`config.mk`:
```
export PLATFORM = sky130hd
export DESIGN_NAME = store_buffer
export DESIGN_NICKNAME = d
export VERILOG_FILES = /design/src/rtl/store_buffer_pkg.sv /design/src/rtl/store_buffer_st_align.sv /design/src/rtl/store_buffer.sv
export SDC_FILE = /design/constraint.sdc
export NUM_CORES = 1
export LEC_CHECK = 0
export ABC_AREA = 0
export CAP_MARGIN = 20
export CORE_MARGIN = 1
export CORE_UTILIZATION = 57
export DETAILED_ROUTE_END_ITERATION = 8
export DONT_BUFFER_PORTS = 1
export PLACE_DENSITY = 0.86
export SLEW_MARGIN = 20
export SYNTH_ARGS = -nofsm -noshare
export SYNTH_HDL_FRONTEND = slang
export SYNTH_HIERARCHICAL = 1
export SYNTH_SLANG_ARGS = --single-unit
```
`constraint.sdc`:
```
create_clock -name clk -period 4.5 [get_ports clk]
set_input_delay 0.225 -clock clk [delete_from_list [all_inputs] [get_ports clk]]
set_output_delay 0.225 -clock clk [all_outputs]
set_load 0.1 [all_outputs]
```
`src/rtl/store_buffer_pkg.sv`:
```
// Shared store/load lane helpers: access-width encoding, byte sizes,
// strobe generation and alignment legality.
package store_buffer_pkg;

    typedef enum logic [1:0] {
        ST_BYTE = 2'd0,
        ST_HALF = 2'd1,
        ST_WORD = 2'd2,
        ST_DBL  = 2'd3
    } st_width_e;

    function automatic logic [3:0] size_of(input st_width_e w);
        logic [3:0] sz;
        sz = 4'd8;
        case (w)
            ST_BYTE: sz = 4'd1;
            ST_HALF: sz = 4'd2;
            ST_WORD: sz = 4'd4;
            default: sz = 4'd8;
        endcase
        return sz;
    endfunction

    // Strobe for the widest (64-bit) lane; narrower datapaths truncate.
    function automatic logic [7:0] strb_gen(input st_width_e w, input logic [2:0] ofs);
        logic [7:0] base;
        base = 8'hFF;
        case (w)
            ST_BYTE: base = 8'h01;
            ST_HALF: base = 8'h03;
            ST_WORD: base = 8'h0F;
            default: base = 8'hFF;
        endcase
        return base << ofs;
    endfunction

    function automatic logic misaligned(input st_width_e w, input logic [2:0] ofs,
                                        input logic rv64);
        logic [2:0] low_mask;
        low_mask = 3'(size_of(w) - 4'd1);
        return ((ofs & low_mask) != 3'd0) || ((w == ST_DBL) && !rv64);
    endfunction

endpackage

```
`src/rtl/store_buffer_st_align.sv`:
```
// Combinational store lane alignment: shifts data into its byte lanes,
// builds byte strobes and flags misaligned/illegal widths.
module st_align
    import store_buffer_pkg::*;
#(
    parameter int RV64       = 0,
    parameter int ADDR_WIDTH = 32,
    localparam int DATA_WIDTH = 32 * (1 + RV64),
    localparam int STRB_WIDTH = DATA_WIDTH / 8,
    localparam int OFS_W      = 2 + RV64
) (
    input  logic [ADDR_WIDTH-1:0] i_addr,
    input  logic [1:0]            i_width,
    input  logic [DATA_WIDTH-1:0] i_dat,
    output logic [ADDR_WIDTH-1:0] o_addr,
    output logic [DATA_WIDTH-1:0] o_dat,
    output logic [STRB_WIDTH-1:0] o_strb,
    output logic                  o_illegal
);

    localparam logic [ADDR_WIDTH-1:0] ADDR_MASK = ~(ADDR_WIDTH'(STRB_WIDTH - 1));

    logic [OFS_W-1:0] w_ofs;
    st_width_e        w_width;

    assign w_ofs     = i_addr[OFS_W-1:0];
    assign w_width   = st_width_e'(i_width);
    assign o_addr    = i_addr & ADDR_MASK;
    assign o_dat     = i_dat << {w_ofs, 3'b000};
    assign o_strb    = STRB_WIDTH'(strb_gen(w_width, 3'(w_ofs)));
    assign o_illegal = misaligned(w_width, 3'(w_ofs), RV64 != 0);

endmodule

```
`src/rtl/store_buffer.sv`:
```
// In-order store queue: aligns execute-stage stores, buffers them in a small
// FIFO and drains to the data-memory port; also checks loads for hazards.
module store_buffer
    import store_buffer_pkg::*;
#(
    parameter int RV64       = 0,
    parameter int DEPTH      = 2,
    parameter int ADDR_WIDTH = 32,
    localparam int DATA_WIDTH = 32 * (1 + RV64),
    localparam int STRB_WIDTH = DATA_WIDTH / 8
) (
    input  logic                  clk,
    input  logic                  rst,
    input  logic                  iStVld,
    output logic                  oStRdy,
    input  logic [ADDR_WIDTH-1:0] iStAddr,
    input  logic [1:0]            iStWidth,
    input  logic [DATA_WIDTH-1:0] iStDat,
    output logic                  oMemVld,
    input  logic                  iMemRdy,
    output logic [ADDR_WIDTH-1:0] oMemAddr,
    output logic [DATA_WIDTH-1:0] oMemDat,
    output logic [STRB_WIDTH-1:0] oMemStrb,
    output logic                  oMisalign,
    output logic [ADDR_WIDTH-1:0] oMisalignAddr,
    input  logic                  iLdChkVld,
    input  logic [ADDR_WIDTH-1:0] iLdChkAddr,
    output logic                  oLdHit,
    output logic                  oEmpty
);

    localparam int PTR_W = $clog2(DEPTH);
    localparam int CNT_W = $clog2(DEPTH + 1);
    localparam logic [ADDR_WIDTH-1:0] ADDR_MASK = ~(ADDR_WIDTH'(STRB_WIDTH - 1));

    logic [ADDR_WIDTH-1:0] r_addr [DEPTH];
    logic [DATA_WIDTH-1:0] r_dat  [DEPTH];
    logic [STRB_WIDTH-1:0] r_strb [DEPTH];
    logic [DEPTH-1:0]      r_vld;
    logic [PTR_W-1:0]      r_rd;
    logic [PTR_W-1:0]      r_wr;
    logic [CNT_W-1:0]      r_cnt;
    logic                  r_mis;
    logic [ADDR_WIDTH-1:0] r_misaddr;

    logic [ADDR_WIDTH-1:0] w_al_addr;
    logic [DATA_WIDTH-1:0] w_al_dat;
    logic [STRB_WIDTH-1:0] w_al_strb;
    logic                  w_illegal;
    logic                  w_acc;
    logic                  w_push;
    logic                  w_pop;
    logic [ADDR_WIDTH-1:0] w_ld_addr;
    logic                  w_hit;

    st_align #(
        .RV64       (RV64),
        .ADDR_WIDTH (ADDR_WIDTH)
    ) u_align (
        .i_addr    (iStAddr),
        .i_width   (iStWidth),
        .i_dat     (iStDat),
        .o_addr    (w_al_addr),
        .o_dat     (w_al_dat),
        .o_strb    (w_al_strb),
        .o_illegal (w_illegal)
    );

    // Ready comes only from the registered count, so a same-cycle pop never frees a slot.
    assign oStRdy  = (r_cnt != CNT_W'(DEPTH));
    assign oEmpty  = (r_cnt == '0);
    assign oMemVld = !oEmpty;
    assign w_acc   = iStVld && oStRdy;
    assign w_push  = w_acc && !w_illegal;
    assign w_pop   = oMemVld && iMemRdy;

    assign oMemAddr      = r_addr[r_rd];
    assign oMemDat       = r_dat[r_rd];
    assign oMemStrb      = r_strb[r_rd];
    assign oMisalign     = r_mis;
    assign oMisalignAddr = r_misaddr;

    always_ff @(posedge clk) begin
        if (!rst) begin
            r_rd      <= '0;
            r_wr      <= '0;
            r_cnt     <= '0;
            r_vld     <= '0;
            r_mis     <= 1'b0;
            r_misaddr <= '0;
        end else begin
            r_mis <= w_acc && w_illegal;
            if (w_acc && w_illegal) begin
                r_misaddr <= iStAddr;
            end
            if (w_pop) begin
                r_vld[r_rd] <= 1'b0;
                r_rd        <= r_rd + 1'b1;
            end
            if (w_push) begin
                r_vld[r_wr] <= 1'b1;
                r_wr        <= r_wr + 1'b1;
            end
            if (w_push && !w_pop) begin
                r_cnt <= r_cnt + 1'b1;
            end else if (!w_push && w_pop) begin
                r_cnt <= r_cnt - 1'b1;
            end
        end
    end

    always_ff @(posedge clk) begin
        if (w_push) begin
            r_addr[r_wr] <= w_al_addr;
            r_dat[r_wr]  <= w_al_dat;
            r_strb[r_wr] <= w_al_strb;
        end
    end

    assign w_ld_addr = iLdChkAddr & ADDR_MASK;

    always_comb begin
        w_hit = w_push && (w_al_addr == w_ld_addr);
        for (int unsigned i = 0; i < DEPTH; i++) begin
            if (r_vld[PTR_W'(i)] && (r_addr[i] == w_ld_addr)) begin
                w_hit = 1'b1;
            end
        end
        oLdHit = iLdChkVld && w_hit;
    end

endmodule
```
## Word level (Yosys, flattened, before mapping)

Memory sizes are Yosys's and may differ from the RTL's. A register that Yosys moved wholly into a read port is not among the register bits.
Cells that the tools add are included.

| word-level totals | value |
|---|---|
| register bits | 39 |
| RAM bits | 132 |
| logic and storage cells | 73 |
| memories kept | 3 |

Memories:

| memory | words | bits a word | read ports | clocked after Yosys merged registers in | write ports | line | text |
|---|---|---|---|---|---|---|---|
| r_dat | 2 | 32 | 1 | 1 | 1 | store_buffer.sv:37 | `logic [DATA_WIDTH-1:0] r_dat [DEPTH];` |
| r_addr | 2 | 30 | 3 | 1 | 1 | store_buffer.sv:36 | `logic [ADDR_WIDTH-1:0] r_addr [DEPTH];` |
| r_strb | 2 | 4 | 1 | 1 | 1 | store_buffer.sv:38 | `logic [STRB_WIDTH-1:0] r_strb [DEPTH];` |

| operators by class | value |
|---|---|
| add/sub/neg operators | 5 |
| order comparisons | 4 |
| eq/ne operators | 7 |
| shifts and indexed selects | 2 |
| mux-type cells | 21 |
| bitwise operators | 4 |
| reduce and logical (&&, ||, !) cells | 21 |

Operators with widths:

| kind | number |
|---|---|
| 32-bit == test | 2 |
| 32-bit by 5-bit left shift with 32-bit output | 1 |
| 30-bit == test | 1 |
| 8-bit case mux with 3 select lines | 1 |
| 1-bit logical AND | 12 |
| 1-bit two-way mux | 12 |
| 2-bit two-way mux | 5 |
| 3-bit case mux with 3 select lines | 1 |
| 8-bit by 2-bit left shift with 4-bit output | 1 |
| 2-bit == test, second input constant | 2 |
| 1-bit zero test | 4 |
| 2-bit zero test | 2 |
| 1-bit by 2-bit < comparator with 1-bit output, second input constant | 2 |
| 2-bit by 3-bit AND with 3-bit output | 1 |
| 3-bit nonzero test | 1 |
| 3-bit by 1-bit subtractor with 3-bit output, second input constant | 1 |
| 1-bit adder, second input constant | 2 |
| 2-bit by 1-bit adder with 2-bit output, second input constant | 1 |
| 2-bit AND | 1 |
| 1-bit demux with 1-bit select | 2 |
| 2-bit by 1-bit == test with 1-bit output, second input constant | 1 |
| 1-bit greater-or-equal comparator, second input constant | 2 |
| 2-bit inequality test, second input constant | 1 |
| 2-bit inverter | 1 |
| 4 further kinds | 4 |

## Depth between registers and ports, before layout

| depth | value |
|---|---|
| depth in word-level cells | 12 |
| mapped depth | 10 |
| mapped depth without buffers | 8 |

## Cells and area by module

Netlist, hierarchy kept.

Modules (own cells, without submodules):

| module | times used | cells an instance | area an instance (um^2) | seq. area each (um^2) |
|---|---|---|---|---|
| store_buffer | 1 | 516 | 7458.4 | 4884.7 |
| st_align | 1 | 106 | 817.0 | 0.0 |

## Worst setup path before layout

OpenSTA, ideal clock, no wires.

| timing | value |
|---|---|
| kind | in2reg |
| start | input port iStAddr[1] |
| end | memory r_addr[0][0] (netlist name), enable pin |
| setup time | 497 ps |
| arrival time | 3849 ps |
| slack | 154 ps |
| stages | 6 |
| path buffers | 2 |
| cells stage by stage | buf_4 buf_2 nor3_1 nor2_1 nand3b_4 nor2_1 |

| on the way | value |
|---|---|
| word-level cells in the longest chain between the ends | 7 |

Ends and longest elaborated chain:

| element | line | text |
|---|---|---|
| start, declared | store_buffer.sv:16 | `input logic [ADDR_WIDTH-1:0] iStAddr,` |
| 2-bit by 3-bit AND with 3-bit output | store_buffer_pkg.sv:41 | `return ((ofs & low_mask) != 3'd0) \|\| ((w == ST_DBL) && !rv64);` |
| 3-bit nonzero test | store_buffer_pkg.sv:41 |  |
| 1-bit logical OR | store_buffer_pkg.sv:41 |  |
| net w_illegal | store_buffer.sv:49 | `logic w_illegal;` |
| 1-bit zero test | store_buffer.sv:74 | `assign w_push = w_acc && !w_illegal;` |
| 1-bit logical AND | store_buffer.sv:74 |  |
| 1-bit two-way mux | store_buffer.sv:113 | `if (w_push) begin` |
| 1-bit two-way mux (not written as such) | store_buffer.sv:114 | `r_addr[r_wr] <= w_al_addr;` |
| end, declared | store_buffer.sv:36 |  |

The timed path passes the listed nets, and every way through them passes these cells.

==> flow_metrics.py <==
metrics = {
    "synth": {
        "synth.distinct_cells": 36,
        "syn_area_mm2": 0.00828,
        "yosysWarningCount": 6,
        "syn_avg_cell_area_um2": 13.3,
        "synthCells": 622,
        "ys_ff_latch": 176,
        "synth-seq-area-share_pct": 59.0,
    },
    "timing": {
        "finalSetupViolations": 0,
        "final_hold_viol_count": 0,
        "fin_worst_skew_ns": 0.00985,
        "fmax_mhz": 354,
        "final_max_slew_viol_count": 0,
        "rsz0062_at_grt": "false",
        "post-route-min-period_ns": 2.83,
        "slew_headroom_pct": 27.6,
        "timing.final.crit_share_pct": 62.8,
        "setup_ws_ns": 1.67,
        "whs_ns": 0.00900,
        "worst_pin_slew_ns": 1.09,
        "finalSetupTns_ns": 0,
    },
    "floorplan": {
        "rows": 43,
        "die_w_um": 122,
        "core-area_mm2": 0.0140,
        "ios": 208,
        "die_h_um": 122,
        "initial_core_util_pct": 58.9,
        "die_area_mm2": 0.0150,
    },
    "finish": {
        "syn_to_final_growth_pct": 9.56,
        "seqCellArea_mm2": 0.00489,
        "postLayoutCellArea_mm2": 0.00907,
        "stdcell_count": 814,
        "multiInputGateArea_mm2": 0.00300,
        "diodes": 0,
        "fillCellCount": 1002,
        "final_util_pct": 64.6,
        "nets": 725,
        "drive_above_1_share_pct": 17.8,
    },
    "route": {
        "vias_per_cell": 6.19,
        "wire_per_inst_um": 25.8,
        "drt_wl_total_mm": 21.0,
        "drc": 0,
        "first_pass_iters": 5,
        "vias": 5037,
        "drtAntennaViolNets": 0,
        "drt_iter0_drc": 442,
    },
    "flow_run": {
        "cap_violations": 0,
    },
    "critical_path": {
        "r2r_setup_slack_ns": 1.78,
        "worst_ep_required_time_ns": 4.28,
        "reg2reg_from": "r_cnt[0]",
        "cp_slowest_cell": "dfxtp_2",
        "crit_arrival_ns": 2.60,
        "worst_setup_path_end_kind": "output port",
        "path_max_fanout": 43,
        "r2r_cells": 6,
        "cp.buffers_inverters": 1,
        "crit_chain": "buf_4 -> mux2_2",
        "start_kind": "flip-flop",
        "critPathKind": "reg2out",
        "critical_path.top_delay_family": "flip-flops",
        "worst_r2r_endpoint": "r_addr[1][5]",
        "cp_slowest_stage_delay_ns": 1.05,
    },
    "power_and_ir_drop": {
        "pwr-share-clk_pct": 24.6,
        "p_total_mw": 5.83,
        "ir_worst_vdd_v": 0.000392,
        "combPwrFrac_pct": 37.0,
        "seqPwrFrac_pct": 38.4,
        "switching_power_mw": 2.73,
        "p_leak_nw": 3.03,
        "swShare_pct": 46.8,
        "pwr_density_cell_mw_per_mm2": 644,
        "internal-power_mw": 3.10,
    },
    "placed_design": {
        "pre_cts_slack_ns": 1.81,
        "dp_cells": 749,
        "post_dp_cell_area_mm2": 0.00816,
        "hpwl_mm": 13.8,
        "port-buffer-count": 0,
        "gp_congestion": 0.835,
    },
    "cts": {
        "path_clk_slew_ns": 0.07,
        "htree_num_levels": 4,
        "cts_tree": "built",
        "cts_made_buffers": 17,
        "cts_resized": 0,
        "cts-root-buf": "clkbuf_16",
        "cts_buffer_depth": 2,
        "clock-sinks": 176,
        "insertion_delay_ns": 0.44,
    },
    "min_path": {
        "worstHoldStart": "iStAddr[1]",
        "hp-class": "in2reg",
        "hold_depth": 1,
        "min_to": "r_dat[1][14]",
    },
    "global_routing": {
        "grt_pass1_wl_mm": 30.6,
        "antenna_found_initial": 0,
        "gr-total-overflow": 0,
        "track_usage_pct": 28.9,
        "grt_max_degree": 44,
        "grt_pass1_vias": 5149,
    },
    "status": {
        "status": "completed",
    },
}
worst max-delay path by stage:
stage / endpoint / slack (ns) / cells after the start
detailed placement: r_dat[1][3] / 1.81 / 6
finish: oMemDat[9] / 1.67 / 2
CTS: oMemStrb[1] / 1.63 / 2
global route: oMemDat[10] / 1.54 / 2
global placement: r_addr[1][16] / 1.88 / 6
floorplan: r_addr[0][0] / 0.15 / 6
power by group through the flow:
stage	Combinational [mW]	Clock, mW	Sequential (mW)
CTS	2.15	1.43	2.24
global route	2.21	1.49	2.26
detailed placement	2.10	0	2.28
floorplan	2.06	0	2.20
global placement	2.08	0	2.26
finish	2.16	1.43	2.24
worst register-to-register path: cells and delay by family (launching register included):
kind	cells	cell delay (ns)
buffers and inverters	3	1.27
AND/OR/NAND/NOR	3	0.65
flip-flops	1	0.41
layout make-up:
class / count / share of cell area, %
sequential: 176 / 53.9
multi-input combinational: 384 / 33.1
clock buffer: 18 / 4.73
timing repair buffer: 37 / 4.06
tap: 180 / 2.48
clock inverter: 14 / 1.56
inverter: 5 / 0.207
per-layer routing:
layer / part of all wire, % / GRT usage [%] / wire length (µm)
met5: 0 / 0 / 0
met4: 3.3 / 11.9 / 701
met3: 12 / 11.9 / 2530
met2: 46 / 43.3 / 9610
met1: 39 / 37.1 / 8170
synthesized netlist by cell type, drive strengths merged:
library cell	number	area, µm²
a31oi	1	6.26
or2	1	6.26
nand2b	2	20.0
a21boi	34	255
mux2	68	766
ha	1	12.5
nand4	17	106
buf	53	379
edfxtp	136	4080
inv	5	18.8
nand3	6	30.0
mux2i	33	330
nand3b	1	20.0
and3	1	6.26
nor2	15	58.8
nor4	10	68.8
and2	13	81.3
dfxtp	40	801
conb	1	3.75
xor2	24	210
a21oi	1	5.00
o21ai	3	15.0
xnor2	69	604
o2bb2ai	8	70.1
clkbuf	5	18.8
or3	1	6.26
nor2b	1	6.26
o21a	3	22.5
nand2	66	248
nor3	3	15.0
state kept, by name, summed over array words and instances, names as in the netlist, named ones only:
signal	flops
oMisalign	1
oMisalignAddr	32
r_addr	64
r_cnt	2
r_dat	64
r_rd	1
r_strb	8
r_vld	2
r_wr	1
logic make-up after synthesis:
| kind of cell | after synthesis | share of synthesized area [%] |
|---|---|---|
| DFF | 176 | 59.0 |
| and+or+nand+nor | 137 | 8.13 |
| muxes | 101 | 13.2 |
| xor gates and xnor gates | 93 | 9.84 |
| buffers and inverters | 63 | 5.03 |
| AOI/OAI and AO/OA | 50 | 4.52 |
| adders and majority gates | 1 | 0.151 |
| other | 1 | 0.0453 |
what timing repair did:
| action | 4_1_cts | 5_1_grt |
|---|---|---|
| hold endpoints to repair | 114 | 0 |
| hold buffers | 33 | 0 |
| setup buffers | 0 | 0 |
cell usage in the layout (no fill, tap or decap), drive strengths merged, types with 13 or more instances in the layout:
cell type / synthesis / layout
a21boi: 34 / 34
and2: 13 / 13
clkbuf: 5 / 18
dfxtp: 40 / 40
dlygate4sd3: 0 / 32
edfxtp: 136 / 136
mux2: 68 / 68
mux2i: 33 / 33
nand2: 66 / 66
nand4: 17 / 17
nor2: 15 / 15
xnor2: 69 / 69
xor2: 24 / 24
No activity file was read; power rests on OpenSTA's default activity.
